## src/rtl/game_pkg.sv

```systemverilog
// ============================================================================
// Module : game_pkg
// Brief  : Shared state codes, field widths and frog geometry defaults for the
//          lane-crossing game sequencer and animators.
// Rev    : 1.0  initial release
// ============================================================================
`default_nettype none

package game_pkg;

    localparam int LIVES_W     = 3;
    localparam int LEVEL_W     = 3;
    localparam int SCORE_W     = 8;
    localparam int FROG_Y_W    = 12;
    localparam int FRAME_CNT_W = 16;

    localparam logic [2:0] ST_ATTRACT   = 3'd0;
    localparam logic [2:0] ST_PLAY      = 3'd1;
    localparam logic [2:0] ST_DYING     = 3'd2;
    localparam logic [2:0] ST_RESPAWN   = 3'd3;
    localparam logic [2:0] ST_LEVEL_UP  = 3'd4;
    localparam logic [2:0] ST_GAME_OVER = 3'd5;

    typedef enum logic [2:0] {
        S_ATTRACT   = ST_ATTRACT,
        S_PLAY      = ST_PLAY,
        S_DYING     = ST_DYING,
        S_RESPAWN   = ST_RESPAWN,
        S_LEVEL_UP  = ST_LEVEL_UP,
        S_GAME_OVER = ST_GAME_OVER
    } state_t;

    // Frog geometry shared with the frog animator
    localparam int FROG_SPAWN_X   = 312;
    localparam int FROG_SPAWN_Y   = 440;
    localparam int GOAL_Y_DEFAULT = 30;

    function automatic logic freeze_of(input state_t s);
        return !((s == S_PLAY) || (s == S_RESPAWN));
    endfunction

endpackage

`default_nettype wire

```

## src/rtl/frame_timer.sv

```systemverilog
// ============================================================================
// Module : frame_timer
// Brief  : Loadable down-counter of end-of-frame pulses; o_done flags the pulse
//          that takes the count to zero.
// Rev    : 1.0  initial release
// ============================================================================
`default_nettype none

module frame_timer
    import game_pkg::*;
#(
    parameter int W = FRAME_CNT_W
) (
    input  logic         i_clk,
    input  logic         i_rst,
    input  logic         i_load,
    input  logic [W-1:0] i_load_val,
    input  logic         i_animate,
    output logic         o_done
);

    logic [W-1:0] r_cnt;

    always_ff @(posedge i_clk) begin
        if (i_rst) begin
            r_cnt <= '0;
        end else if (i_load) begin
            r_cnt <= i_load_val;
        end else if (i_animate && (r_cnt != '0)) begin
            r_cnt <= r_cnt - 1'b1;
        end
    end

    // Fires on the last pulse so the state change lands on the same edge
    assign o_done = i_animate && (r_cnt == W'(1));

endmodule

`default_nettype wire

```

## src/rtl/game_ctrl.sv

```systemverilog
// ============================================================================
// Module : game_ctrl
// Brief  : Game sequencer: attract, play, death, respawn, level-up, game-over.
//          Optional extra-life on even levels via GAME_CTRL_EXTRA_LIFE_EN.
// Rev    : 1.0  initial release
// ============================================================================
`default_nettype none

module game_ctrl
    import game_pkg::*;
#(
    parameter int LIVES          = 3,
    parameter int MAX_LIVES      = 7,
    parameter int GOAL_Y         = GOAL_Y_DEFAULT,
    parameter int DEATH_FRAMES   = 60,
    parameter int RESPAWN_FRAMES = 30,
    parameter int LEVELUP_FRAMES = 45,
    parameter int MAX_LEVEL      = 7
) (
    input  logic                i_clk,
    input  logic                i_rst,
    input  logic                i_animate,
    input  logic                i_hit,
    input  logic [FROG_Y_W-1:0] i_frog_y1,
    input  logic                i_start,
    output logic [2:0]          o_state,
    output logic [LIVES_W-1:0]  o_lives,
    output logic [LEVEL_W-1:0]  o_level,
    output logic [SCORE_W-1:0]  o_score,
    output logic [2:0]          o_speed,
    output logic                o_freeze,
    output logic                o_frog_rst
);

    localparam logic [FROG_Y_W-1:0] c_GOAL_Y      = FROG_Y_W'(GOAL_Y);
    localparam logic [LEVEL_W-1:0]  c_MAX_LEVEL   = LEVEL_W'(MAX_LEVEL);
    localparam logic [LIVES_W-1:0]  c_MAX_LIVES   = LIVES_W'(MAX_LIVES);
    // Guards against a start count configured above the ceiling
    localparam logic [LIVES_W-1:0]  c_START_LIVES =
        (LIVES > MAX_LIVES) ? LIVES_W'(MAX_LIVES) : LIVES_W'(LIVES);

    state_t               r_state;
    logic [LIVES_W-1:0]   r_lives;
    logic [LEVEL_W-1:0]   r_level;
    logic [SCORE_W-1:0]   r_score;
    logic [2:0]           r_speed;
    logic                 r_freeze;
    logic                 r_frog_rst;
    logic                 r_armed;

    logic                   w_goal;
    logic                   w_start_go;
    logic                   w_tmr_done;
    logic                   w_tmr_load;
    logic [FRAME_CNT_W-1:0] w_tmr_val;
    logic [LEVEL_W-1:0]     w_level_next;
    logic [SCORE_W:0]       w_score_sum;

    assign w_goal       = (i_frog_y1 < c_GOAL_Y);
    assign w_start_go   = i_start && ((r_state == S_ATTRACT) ||
                                      ((r_state == S_GAME_OVER) && r_armed));
    assign w_level_next = (r_level >= c_MAX_LEVEL) ? r_level : r_level + 1'b1;
    assign w_score_sum  = {1'b0, r_score} + (SCORE_W+1)'(r_level) + 1'b1;

    // Timer reload mirrors every transition into a timed state
    always_comb begin
        w_tmr_load = 1'b0;
        w_tmr_val  = '0;
        case (r_state)
            S_PLAY: begin
                if (i_hit) begin
                    w_tmr_load = 1'b1;
                    w_tmr_val  = FRAME_CNT_W'(DEATH_FRAMES);
                end else if (w_goal) begin
                    w_tmr_load = 1'b1;
                    w_tmr_val  = FRAME_CNT_W'(LEVELUP_FRAMES);
                end
            end
            S_DYING: begin
                if (w_tmr_done && (r_lives != '0)) begin
                    w_tmr_load = 1'b1;
                    w_tmr_val  = FRAME_CNT_W'(RESPAWN_FRAMES);
                end
            end
            default: ;
        endcase
    end

    frame_timer #(.W(FRAME_CNT_W)) u_timer (
        .i_clk      (i_clk),
        .i_rst      (i_rst),
        .i_load     (w_tmr_load),
        .i_load_val (w_tmr_val),
        .i_animate  (i_animate),
        .o_done     (w_tmr_done)
    );

    always_ff @(posedge i_clk) begin
        if (i_rst) begin
            r_state    <= S_ATTRACT;
            r_lives    <= '0;
            r_level    <= '0;
            r_score    <= '0;
            r_speed    <= 3'd1;
            r_freeze   <= 1'b1;
            r_frog_rst <= 1'b0;
            r_armed    <= 1'b0;
        end else begin
            r_frog_rst <= 1'b0;
            // Level 7 would need speed 8; the 3-bit lane speed tops out at 7
            r_speed    <= (r_level == '1) ? 3'd7 : 3'(r_level) + 3'd1;

            case (r_state)
                S_ATTRACT, S_GAME_OVER: begin
                    if (!i_start) begin
                        r_armed <= 1'b1;
                    end
                    if (w_start_go) begin
                        r_lives    <= c_START_LIVES;
                        r_level    <= '0;
                        r_score    <= '0;
                        r_frog_rst <= 1'b1;
                        r_state    <= S_PLAY;
                        r_freeze   <= freeze_of(S_PLAY);
                    end
                end
                S_PLAY: begin
                    if (i_hit) begin
                        if (r_lives != '0) begin
                            r_lives <= r_lives - 1'b1;
                        end
                        r_state  <= S_DYING;
                        r_freeze <= freeze_of(S_DYING);
                    end else if (w_goal) begin
                        r_score    <= w_score_sum[SCORE_W] ? '1 : w_score_sum[SCORE_W-1:0];
                        r_frog_rst <= 1'b1;
                        r_state    <= S_LEVEL_UP;
                        r_freeze   <= freeze_of(S_LEVEL_UP);
                    end
                end
                S_DYING: begin
                    if (w_tmr_done) begin
                        if (r_lives == '0) begin
                            r_armed  <= 1'b0;
                            r_state  <= S_GAME_OVER;
                            r_freeze <= freeze_of(S_GAME_OVER);
                        end else begin
                            r_frog_rst <= 1'b1;
                            r_state    <= S_RESPAWN;
                            r_freeze   <= freeze_of(S_RESPAWN);
                        end
                    end
                end
                S_RESPAWN: begin
                    if (w_tmr_done) begin
                        r_state  <= S_PLAY;
                        r_freeze <= freeze_of(S_PLAY);
                    end
                end
                S_LEVEL_UP: begin
                    if (w_tmr_done) begin
                        r_level  <= w_level_next;
`ifdef GAME_CTRL_EXTRA_LIFE_EN
                        if (!w_level_next[0] && (r_lives < c_MAX_LIVES)) begin
                            r_lives <= r_lives + 1'b1;
                        end
`endif
                        r_state  <= S_PLAY;
                        r_freeze <= freeze_of(S_PLAY);
                    end
                end
                default: begin
                    r_state  <= S_ATTRACT;
                    r_freeze <= freeze_of(S_ATTRACT);
                end
            endcase
        end
    end

    assign o_state    = r_state;
    assign o_lives    = r_lives;
    assign o_level    = r_level;
    assign o_score    = r_score;
    assign o_speed    = r_speed;
    assign o_freeze   = r_freeze;
    assign o_frog_rst = r_frog_rst;

endmodule

`default_nettype wire

```

## config.mk

```make
export PLATFORM = sky130hd
export DESIGN_NAME = game_ctrl
export DESIGN_NICKNAME = d
export VERILOG_FILES = /design/src/rtl/game_pkg.sv /design/src/rtl/frame_timer.sv /design/src/rtl/game_ctrl.sv
export SDC_FILE = /design/constraint.sdc
export NUM_CORES = 1
export LEC_CHECK = 0
export ABC_AREA = 1
export BUFFER_PORTS_ARGS = -buffer_cell sky130_fd_sc_hd__buf_2
export CAP_MARGIN = 30
export CORE_ASPECT_RATIO = 1.25
export CORE_MARGIN = 3
export CORE_UTILIZATION = 52
export CTS_CLUSTER_SIZE = 40
export DETAILED_ROUTE_END_ITERATION = 8
export GPL_TIMING_DRIVEN = 0
export PLACE_DENSITY = 0.73
export SLEW_MARGIN = 20
export SYNTH_ARGS = -nofsm -noshare
export SYNTH_HDL_FRONTEND = slang
export SYNTH_SLANG_ARGS = --single-unit
```

## constraint.sdc

```tcl
create_clock -name i_clk -period 1.6 [get_ports i_clk]
set_input_delay 0.24 -clock i_clk [delete_from_list [all_inputs] [get_ports i_clk]]
set_output_delay 0.24 -clock i_clk [all_outputs]
set_load 0.005 [all_outputs]
```

==> key figures <==
Die
  • Placement row count: 28
  • Number of ports placed on the die boundary: 39
  • Chip Height: ~85 um
  • Effective utilization at floorplan: a little over half
  • Die area: 5880 um2
  • Core area: ~4800 um2
  • Horizontal die dimension: 69.2 um

STA
  • Setup WS post-layout: -48.4 ps
  • Pin slew with the least headroom to its limit: approximately 550 ps
  • Post-Route Hold Slack: 230 ps
  • Max Clock Skew: 9.76 ps
  • Max-slew violation count: 0
  • Maximum operating frequency: between 600 and 700 MHz
  • Ratio of final minimum period to clock period: 103%
  • Fin. Hold Viols: 0
  • Final worst path period need: 1650 ps
  • Setup violators final: 6
  • Unrepaired setup endpoints after global routing: true
  • Rel. slew slack: 63.1%
  • Total negative slack: -161 ps

Critical path
  • FF-to-FF path depth: 11
  • Startpoint of the worst setup timing path: o_level[0]$_SDFFE_PP0P_
  • Reg-to-Reg End: o_score[4]$_SDFFE_PP0P_
  • Worst-path cell chain: inv_4, ha_4, inv_4, fa_2, nand2_2, a21boi_4, buf_6, nand2_1, nand3_1, nand3_1, a21oi_1
  • Type of element launching the critical path: register
  • Signal arrival time at the worst endpoint: roughly 1800 ps
  • Top fanout value on the critical path: 4
  • Startpoint of the worst register-to-register path: o_level[0]$_SDFFE_PP0P_
  • Classification of the worst setup path: reg2reg
  • Register-to-register setup slack: -50 ps
  • Capturing element of the worst setup path: o_score[4]$_SDFFE_PP0P_
  • CP required: ~1800 ps
  • Crit path max-delay cell type: sky130_fd_sc_hd__dfxtp_4
  • Critical Path Max Stage Delay: 360 ps
  • Endpoint type of the worst setup path: register

Route
  • Vias per std cell: 5.23
  • Remaining antenna violation count after routing: 0
  • Drc violations: 0
  • Detailed-route via count: between 2000 and 3000
  • Wire length per cell after detailed routing: roughly 13 um
  • Overall routed net length: 6750 um
  • Length of the first detailed-routing pass in iterations: 4
  • DRC violation total after the first TritonRoute iteration: about 150

Pwr
  • Cell-internal power: 3.51 mW
  • Switching share of total power: 49.7%
  • Static leakage power: roughly 1.6 nW
  • Clock power frac: 12.5%
  • Maximum vdd ir drop: approximately 0.0012 V
  • Post-layout power: between 6 and 7 mW
  • Switching component of the power: between 3 and 4 mW
  • Part of the total power dissipated in sequential elements: 24.3%
  • Share of total power in combinational logic: around 63%
  • PD cells: between 2000 and 2500 nW/um2

Job
  • Max-cap violations: 0

Clock tree
  • CTS Root Cell: sky130_fd_sc_hd__clkbuf_8
  • Cts hold-fix bufs: 0
  • Clock-pin slew on the worst setup and hold paths: 80 ps
  • Level count of the clock H-tree: 2
  • Insertion delay of the later-clocked pin in the worst-skew pair: approximately 300 ps
  • CTS Sinks: 39
  • CTS tree: built
  • Cts bufs inserted: 5
  • Clk buf depth: 2

Layout
  • Fraction of layout instances using a drive strength above 1: between 30% and 40%
  • Area of the multi-input gates: 1790 um2
  • Area used by sequential logic in the layout: between 700 and 800 um2
  • Most frequent cells in the layout: sky130_fd_sc_hd__nand2_1, sky130_fd_sc_hd__nor2_1, sky130_fd_sc_hd__inv_1
  • Final instance area: 3350 um2
  • Most common cell after layout, fill and taps aside: sky130_fd_sc_hd__nand2_1
  • Diodes inserted: 0
  • Area growth from synthesis to final layout: 29.1%
  • Nets: about 500
  • Filler Cells Inserted: ~420

Placed design
  • Gp weighted congestion: 0.854
  • PortBufs: 36
  • Placed wire-length estimate after detailed placement: roughly 4600 um
  • Post-place instance area: approximately 2900 um2

Synthesis
  • Dominant combinational cell family by area after synthesis: simple AND/OR/NAND/NOR gates
  • Multiplexer share of the synthesized area: 0%
  • Commonest register cell after synthesis: sky130_fd_sc_hd__dfxtp_1
  • Synth Area in Compound Gates: between 7 and 8%
  • Unique masters post-synth: 35
  • Share of synthesized area occupied by flip-flops and latches: between 30 and 40%
  • Count of flip-flops with a built-in enable after synthesis: 0
  • Post-synth net total: approximately 440
  • Synthesized area per cell: approximately 6.4 um2
  • Mapped Cells: 406
  • Post-synth design cell area: 2590 um2
  • Simple-gate portion of the synthesized area: between 40% and 50%
  • Seq cells post-synth: 39
  • Area share of fa/ha/maj cells after synthesis: about 6.1%
  • Share of synthesized flip-flops with an asynchronous set or reset: 0%
  • Xor and xnor area share after synthesis: under 10%
  • Yosys warning total: 0

Global route
  • Global-route wire length before repair: ~11000 um
  • Pin count of the biggest net entering global routing: 13
  • Initial antenna violation count: 0
  • Overflow after GRT: 0
  • Global-route total usage across every layer: a little under a quarter
  • Vias in the first global route: 2661

Run status
  • Failing checks: setup timing
  • Status: finished, violations left

Hold path
  • Hold crit path type: in2reg
-- sequential cells by signal, summed over array words and instances, names as in the netlist --
signal         flops
o_freeze           1
o_frog_rst         1
o_level            3
o_lives            3
o_score            8
o_speed            3
o_state            3
r_armed            1
u_timer.r_cnt     16
-- cell usage after synthesis, types with 5 or more instances --
cell type	number	area share (%)
sky130_fd_sc_hd__ha_1	11	5.3
sky130_fd_sc_hd__nand4_1	12	2.9
sky130_fd_sc_hd__inv_1	51	7.4
sky130_fd_sc_hd__nand3_1	37	7.1
sky130_fd_sc_hd__o21ai_0	11	2.1
sky130_fd_sc_hd__dfxtp_1	39	30
sky130_fd_sc_hd__nor3_1	5	0.96
sky130_fd_sc_hd__nand2_1	106	15
sky130_fd_sc_hd__nor2_2	11	2.7
sky130_fd_sc_hd__inv_2	7	1.0
sky130_fd_sc_hd__nor2_1	61	8.8
sky130_fd_sc_hd__o21ai_1	5	0.96
sky130_fd_sc_hd__a21oi_1	16	3.1
-- critical path, delay by kind of cell, from the launching register on --
kind	cells	cell delay [ps]
buffers and inverters	3	220
DFF	1	360
adders and majority gates	2	480
AOI/OAI and AO/OA	2	150
and+or+nand+nor	4	300
-- final cells by class --
cell class / instances / area share [%]
Timing Repair Buffer: 51 / 8.97
Buffer: 5 / 1.05
Multi-Input combinational cell: 303 / 53.3
Inverter: 60 / 7.17
Tap cell: 60 / 2.24
Clock inverter: 2 / 1.05
Sequential cell: 39 / 23.8
Clock buffer: 6 / 2.47
-- kinds of logic (layout without fill, tap and decap cells) --
logic type / after synthesis / after routing
flip-flops: 39 / 39
AND/OR/NAND/NOR: 249 / 250
XOR/XNOR: 4 / 4
buffers and inverters: 65 / 124
AO/OA/AOI/OAI: 37 / 37
adder cells (fa/ha/maj): 12 / 12
-- layer usage --
| layer | vias up | part of all wire, % | global-route usage (%) |
|---|---|---|---|
| met5 | - | 0 | 0 |
| li1 | 1411 | - | - |
| met2 | 70 | 52 | 40.8 |
| met3 | 19 | 3.6 | 3.44 |
| met1 | 1250 | 41 | 25.3 |
| met4 | 0 | 2.8 | 12.4 |
-- worst min-delay path by stage --
stage                                       start                              to  slack [ps]  cells after the start
after floorplan           o_level[0]$_SDFFE_PP0P_           o_speed[0]$_SDFF_PP1_         430                      1
after global placement    o_level[0]$_SDFFE_PP0P_           o_speed[0]$_SDFF_PP1_         440                      1
after detailed placement  o_level[0]$_SDFFE_PP0P_           o_speed[0]$_SDFF_PP1_         440                      1
after CTS                                   i_rst         o_score[7]$_SDFFE_PP0P_         230                      2
after global routing                        i_rst  u_timer.r_cnt[12]$_SDFFE_PP0P_         240                      2
final                                       i_rst  u_timer.r_cnt[12]$_SDFFE_PP0P_         230                      2
-- stage by stage --
| stage | std cells | setup slack (ps) | utilization, % |
|---|---|---|---|
| final | 526 | -48.4 | 70.3 |
| after global routing | 526 | -144 | 70.3 |
| after CTS | 517 | -8.88 | 64.7 |
| after detailed placement | 502 | -180 | 60.0 |
| after global placement | 502 | -159 | 60.0 |
| after floorplan | 406 | 5.07 | - |
-- power by group through the flow --
stage / registers [mW] / clock network [mW] / logic [mW]
6_report: 1.69 / 0.874 / 4.41
5_1_grt: 1.74 / 0.926 / 4.98
4_1_cts: 1.63 / 0.892 / 3.81
3_5_place_dp: 1.65 / 0 / 3.68
3_3_place_gp: 1.64 / 0 / 3.61
2_1_floorplan: 1.60 / 0 / 2.94
-- what timing repair did --
| item | 4_1_cts | 5_1_grt |
|---|---|---|
| pin swaps | 6 | 22 |
| setup buffers | 7 | 8 |
| cloned | 0 | 1 |
| setup endpoints to repair | 11 | 35 |
| resized for setup | 18 | 54 |
Note: power is estimated with default switching activity, not from simulation.
